==> src/rtl/uart_pkg.sv <==
// Shared UART definitions: frame states and default line parameters.
// The transmit and receive stages both import this package.
package uart_pkg;

    localparam int UART_CLKS_PER_BIT = 434;  // 50 MHz / 115200 baud
    localparam int UART_DATA_BITS    = 8;

    typedef enum logic [1:0] {
        IDLE  = 2'd0,
        START = 2'd1,
        DATA  = 2'd2,
        STOP  = 2'd3
    } uart_state_e;

endpackage

==> src/rtl/uart_tx_serializer_if.sv <==
// Request/completion handshake between the transmit address sequencer (master)
// and the UART transmit serializer (slave).
interface uart_tx_serializer_if #(
    parameter int DATA_BITS = 8
) ();

    logic                 Tx_start;
    logic [DATA_BITS-1:0] Tx_data;
    logic                 Busy;
    logic                 Tx_tick;

    modport master (
        output Tx_start,
        output Tx_data,
        input  Busy,
        input  Tx_tick
    );

    modport slave (
        input  Tx_start,
        input  Tx_data,
        output Busy,
        output Tx_tick
    );

endinterface

==> src/rtl/uart_baud_counter.sv <==
// Baud-rate divider: counts clock cycles within one serial bit while enabled
// and flags the final cycle of each bit.
module uart_baud_counter
    import uart_pkg::*;
#(
    parameter int CLKS_PER_BIT = UART_CLKS_PER_BIT
) (
    input  logic Clk,
    input  logic Rst,
    input  logic en,
    output logic bit_done
);

    localparam int                CNT_W = $clog2(CLKS_PER_BIT);
    localparam logic [CNT_W-1:0]  LAST  = CNT_W'(CLKS_PER_BIT - 1);

    logic [CNT_W-1:0] count;

    // Holding the count at zero while disabled makes it restart cleanly when en rises.
    always_ff @(posedge Clk) begin
        // NOTE: sequential state uses non-blocking assignments so every register
        // samples pre-edge values and simulation matches the synthesized flops.
        if (Rst || !en) begin
            count <= '0;
        end else if (count == LAST) begin
            count <= '0;
        end else begin
            count <= count + CNT_W'(1);
        end
    end

    assign bit_done = en && (count == LAST);

endmodule

==> src/rtl/uart_tx_serializer.sv <==
// 8N1 UART transmitter: accepts a byte on the handshake interface, shifts it out
// LSB first on Tx and pulses Tx_tick in the last cycle of the stop bit.
module uart_tx_serializer
    import uart_pkg::*;
#(
    parameter int CLKS_PER_BIT = UART_CLKS_PER_BIT,
    parameter int DATA_BITS    = UART_DATA_BITS
) (
    input  logic                  Clk,
    input  logic                  Rst,
    uart_tx_serializer_if.slave   tx_if,
    output logic                  Tx
);

    localparam int               IDX_W    = (DATA_BITS > 1) ? $clog2(DATA_BITS) : 1;
    localparam logic [IDX_W-1:0] LAST_IDX = IDX_W'(DATA_BITS - 1);

    uart_state_e          state, state_next;
    logic [DATA_BITS-1:0] shreg, shreg_next;
    logic [IDX_W-1:0]     bit_idx, bit_idx_next;
    logic                 tx_next;
    logic                 bit_done;
    logic                 baud_en;

    assign baud_en = (state != IDLE);

    uart_baud_counter #(
        .CLKS_PER_BIT (CLKS_PER_BIT)
    ) u_baud (
        .Clk      (Clk),
        .Rst      (Rst),
        .en       (baud_en),
        .bit_done (bit_done)
    );

    always_ff @(posedge Clk) begin
        if (Rst) begin
            state   <= IDLE;
            shreg   <= '0;
            bit_idx <= '0;
            Tx      <= 1'b1;
        end else begin
            state   <= state_next;
            shreg   <= shreg_next;
            bit_idx <= bit_idx_next;
            Tx      <= tx_next;
        end
    end

    always_comb begin
        // NOTE: the hold-value default ahead of the case keeps every path
        // assigned, so no latch is inferred.
        state_next = state;
        case (state)
            IDLE:    if (tx_if.Tx_start)                    state_next = START;
            START:   if (bit_done)                          state_next = DATA;
            DATA:    if (bit_done && bit_idx == LAST_IDX)   state_next = STOP;
            STOP:    if (bit_done)                          state_next = IDLE;
            default:                                        state_next = IDLE;
        endcase
    end

    always_comb begin
        shreg_next   = shreg;
        bit_idx_next = bit_idx;
        tx_next      = 1'b1;

        tx_if.Busy    = (state != IDLE);
        // Gated by Rst so an abandoned frame never reports completion.
        tx_if.Tx_tick = (state == STOP) && bit_done && !Rst;

        case (state)
            IDLE: begin
                if (tx_if.Tx_start) begin
                    shreg_next   = tx_if.Tx_data;
                    bit_idx_next = '0;
                end
            end
            DATA: begin
                if (bit_done) begin
                    shreg_next   = shreg >> 1;
                    bit_idx_next = (bit_idx == LAST_IDX) ? '0 : bit_idx + IDX_W'(1);
                end
            end
            default: ;
        endcase

        // Tx is registered, so the line level is chosen from the state being entered.
        case (state_next)
            START:   tx_next = 1'b0;
            DATA:    tx_next = shreg_next[0];
            default: tx_next = 1'b1;
        endcase
    end

endmodule

==> src/flat_wrapper.sv <==
// flat-port wrapper written by rule: the top's interface ports become plain ports
module uart_tx_serializer_flat import uart_pkg::*;
#(
    parameter int CLKS_PER_BIT = UART_CLKS_PER_BIT,
    parameter int DATA_BITS    = UART_DATA_BITS
)
  (Clk, Rst, Tx, tx_if_Tx_start, tx_if_Tx_data, tx_if_Busy, tx_if_Tx_tick);
  uart_tx_serializer_if #(.DATA_BITS(DATA_BITS)) tx_if_i ();
  input  logic Clk;
  input  logic Rst;
  output logic Tx;
  input wire logic [$bits(tx_if_i.Tx_start)-1:0] tx_if_Tx_start;
  input wire logic [$bits(tx_if_i.Tx_data)-1:0] tx_if_Tx_data;
  output wire logic [$bits(tx_if_i.Busy)-1:0] tx_if_Busy;
  output wire logic [$bits(tx_if_i.Tx_tick)-1:0] tx_if_Tx_tick;
  assign tx_if_i.Tx_start = tx_if_Tx_start;
  assign tx_if_i.Tx_data = tx_if_Tx_data;
  assign tx_if_Busy = tx_if_i.Busy;
  assign tx_if_Tx_tick = tx_if_i.Tx_tick;
  uart_tx_serializer #(.CLKS_PER_BIT(CLKS_PER_BIT), .DATA_BITS(DATA_BITS)) u_core (.Clk(Clk), .Rst(Rst), .tx_if(tx_if_i), .Tx(Tx));
endmodule
==> config.mk <==
export PLATFORM = sky130hd
export DESIGN_NAME = uart_tx_serializer_flat
export DESIGN_NICKNAME = d
export VERILOG_FILES = /design/src/rtl/uart_pkg.sv /design/src/rtl/uart_tx_serializer_if.sv /design/src/rtl/uart_baud_counter.sv /design/src/rtl/uart_tx_serializer.sv /design/src/flat_wrapper.sv
export SDC_FILE = /design/constraint.sdc
export NUM_CORES = 1
export LEC_CHECK = 0
export CAP_MARGIN = 20
export CORE_MARGIN = 2
export CORE_UTILIZATION = 57
export CTS_CLUSTER_DIAMETER = 200
export DETAILED_ROUTE_END_ITERATION = 8
export MAX_ROUTING_LAYER = met4
export PLACE_DENSITY = 0.8
export SLEW_MARGIN = 20
export SYNTH_ARGS = -nofsm -noshare
export SYNTH_HDL_FRONTEND = slang
export SYNTH_SLANG_ARGS = --single-unit
==> constraint.sdc <==
create_clock -name Clk -period 2.5 [get_ports Clk]
set_clock_uncertainty 0.2 [all_clocks]
set_input_delay 0.375 -clock Clk [delete_from_list [all_inputs] [get_ports Clk]]
set_output_delay 0.375 -clock Clk [all_outputs]
set_load 0.1 [all_outputs]
==> reports/summary.md <==
- 0 ps — setup_tns
- 2320 ps — post-route minimum period
- 12.6 um — Routed WL per cell
- 0 — number of endpoints with negative hold slack in the final report
- 0% — async set-reset flop share out of synthesis
- 146 — count of fill cells added during filler insertion
- 8.86 sq um — average footprint of a synthesized cell
- 47.9 um — chip width
- 1570 um — post-detailed-placement half-perimeter wirelength
- u_core.state[1] — Reg-to-Reg Start
- 23 — Seq cells post-synth
- 93.0% — share of the cycle needed by the critical path after routing
- 1920 ps — endpoint required time on the critical path
- sky130_fd_sc_hd__dfxtp_1 — cell with the most instances after synthesis
- 62.3% — initial standard-cell utilization of the core
- 460 sq um — area occupied by registers
- 176 ps — setup slack of the critical path after layout
- 493 mW/mm^2 — Power per Cell Area
- 0.430 GHz — maximum achievable frequency
- 120 ps — CTS clock-pin slew for the worst setup and hold paths
- 70.3% — Max-slew headroom
- 5.61 — per-cell via count in the routed design
- 18 — initial drt markers
- 41.9% — post-synthesis sequential area ratio
- 0 — post-CTS setup buffers
- 14 — I/O pins
- 13 — count of input and output buffers
- flop to flop — Worst Hold Class
- 139 — syn_nets
- 0 — count of flip-flops with a built-in enable after synthesis
- complete, no violations — result of the run
- 0.00110 sq mm — Mapped Area
- 1750 ps — data arrival time of the worst path
- output pin — CP Capture Type
- 15 — Placement Rows
- 0 — count of maximum capacitance violations
- 47.9 um — die height
- 0 — DRC Markers
- 0 — residual antenna-violating net count after detailed routing
- 0.00229 sq mm — Die Footprint
- 5 — biggest fanout along the worst timing path
- 786 — vias in the first global route
- 476 ps — Place WS
- sky130_fd_sc_hd__clkbuf_4 — Clock Tree Root
- 17 — pin count of the biggest net entering global routing
- u_core.u_baud.count[0] — launching element of the worst setup path
- 0 — Synth warnings
- 155 — number of nets at the end of the flow
- 0 — Congestion Overflow GR
- flop to output pin — critical path type
- 0.556 mV — worst-case vdd ir drop
- 124 — gate count after technology mapping
- 23 x sky130_fd_sc_hd__dfxtp_1, 16 x sky130_fd_sc_hd__nand2_1, 16 x sky130_fd_sc_hd__nor2_1 — most instantiated cells after synthesis
- 37 — count of distinct cell types in the synthesized netlist
- sky130_fd_sc_hd__dfxtp_1 42%, sky130_fd_sc_hd__nand2_1 5.5%, sky130_fd_sc_hd__nor2_1 5.5%, sky130_fd_sc_hd__a22oi_1 4.8%, sky130_fd_sc_hd__ha_1 4.6% — leading post-synthesis cells by cell area
- 0 — number of hold-repair buffers added at the cts stage
- 0 — Resized Gates After CTS
- 0 — count of final setup violators
- 4 — TritonRoute pass-1 iters
- 300 ps — clock latency at the later pin of the worst-skew pair
- 596 sq um — multi-input gate area in the final layout
- 445 ps — slew at the pin with the worst max-slew slack
- 2070 um — drt total wl
- 2 — maximum buffer depth of the clock tree
- 23 — total number of clock tree sinks
- 1 — CTS H-tree lvls
- 3320 um — global-route wire length before repair
- u_core.shreg[2] — startpoint of the most critical hold path
- done — clock tree from TritonCTS
- 3 — number of buffers added by the clock tree synthesis step
- no — setup repair after global routing missed its margin
- 0.461 nW — Pleak
- sky130_fd_sc_hd__dfxtp_1 — most frequently used flop master after synthesis
- 0.772 — final RePlAce weighted congestion
- 21.1% — total global routing track utilization
- 0 — diodes inserted
- 10.8% — layout cells sized above 1
- flop — Startpoint Class
- sky130_fd_sc_hd__dfxtp_1 — largest area contributor in the synthesized netlist
- 0 — number of antenna violations at the first check in global routing
- 0.00176 sq mm — Core Box Area
- 0 — max-slew violation count
- 17.1% — area delta synth->final
- 920 — total via count after detailed routing
- 41.9% — top cell type's share of synthesized area
-- layout make-up --
cell class	instances	share of cell area, %
multi-input cells	93	46.3
clock buffers	4	2.04
inverters	2	0.584
well taps	25	2.43
repair buffers	17	12.8
flip-flops and latches	23	35.8
-- placed cells by master, fill, tap and decap left out, types with 2 or more instances in the layout --
| master | count |
|---|---|
| sky130_fd_sc_hd__and4b_1 | 2 |
| sky130_fd_sc_hd__dfxtp_1 | 23 |
| sky130_fd_sc_hd__buf_4 | 6 |
| sky130_fd_sc_hd__a22oi_1 | 7 |
| sky130_fd_sc_hd__a21oi_1 | 9 |
| sky130_fd_sc_hd__nand2_1 | 16 |
| sky130_fd_sc_hd__and3_1 | 2 |
| sky130_fd_sc_hd__xor2_1 | 5 |
| sky130_fd_sc_hd__nand3b_1 | 2 |
| sky130_fd_sc_hd__clkdlybuf4s50_1 | 10 |
| sky130_fd_sc_hd__nand3_1 | 3 |
| sky130_fd_sc_hd__ha_1 | 4 |
| sky130_fd_sc_hd__inv_1 | 2 |
| sky130_fd_sc_hd__a211oi_1 | 2 |
| sky130_fd_sc_hd__nor2b_1 | 2 |
| sky130_fd_sc_hd__nor2_1 | 16 |
| sky130_fd_sc_hd__xnor2_1 | 3 |
| sky130_fd_sc_hd__nor3_1 | 3 |
| sky130_fd_sc_hd__clkbuf_4 | 3 |
-- path summary, 6_finish.rpt --
| kind | to | slack (ps) | cells past startpoint |
|---|---|---|---|
| max reg2reg | u_core.bit_idx[0] | 530 | 4 |
| min | u_core.shreg[2] | 270 | 2 |
| max | tx_if_Tx_tick | 180 | 5 |
| min reg2reg | u_core.shreg[2] | 270 | 2 |
-- critical path, stage by stage (launching register included) --
cell	delay (ps)
sky130_fd_sc_hd__dfxtp_1	420
sky130_fd_sc_hd__ha_1	210
sky130_fd_sc_hd__nand4b_1	130
sky130_fd_sc_hd__nor2_1	230
sky130_fd_sc_hd__and4b_1	280
sky130_fd_sc_hd__buf_12	180
-- sequential cells by signal (all words and copies together), names as in the netlist --
signal and flops:
u_core.Tx 1, u_core.bit_idx 3, u_core.shreg 8, u_core.state 2, u_core.u_baud.count 9
-- layer usage --
layer / GRT usage [%] / vias to the layer above / share of wire (%)
li1: - / 469 / -
met1: 26.2 / 431 / 47
met2: 34.7 / 18 / 49
met3: 4.53 / 2 / 3.5
met4: 5.41 / 0 / 0.68
met5: - / - / 0
-- cells by family after synthesis --
| kind of cell | count (synthesis) | synth area share, % |
|---|---|---|
| adders and majority gates | 4 | 4.56 |
| and+or+nand+nor | 56 | 27.6 |
| buffers and inverters | 8 | 3.87 |
| muxes | 1 | 1.02 |
| AOI/OAI and AO/OA | 24 | 14.7 |
| DFF | 23 | 41.9 |
| xor gates and xnor gates | 8 | 6.38 |
-- power breakdown --
group | switching (W) | internal, W | total, W
logic | 0.0000455 | 0.0000372 | 0.0000827
clock network | 0.000103 | 0.0000620 | 0.000165
registers | 0.00000923 | 0.000378 | 0.000387
-- per-stage QoR --
stage	hold slack, ps	area, sq um	total power (W)	cells	util [%]
floorplan	236	1100	0.000448	124	-
global placement	242	1260	0.000475	160	71.4
detailed placement	252	1260	0.000478	160	71.4
CTS	269	1290	0.000642	164	72.9
global route	293	1290	0.000663	164	72.9
finish	268	1290	0.000634	164	72.9
Note: power is estimated with default switching activity, not from simulation.
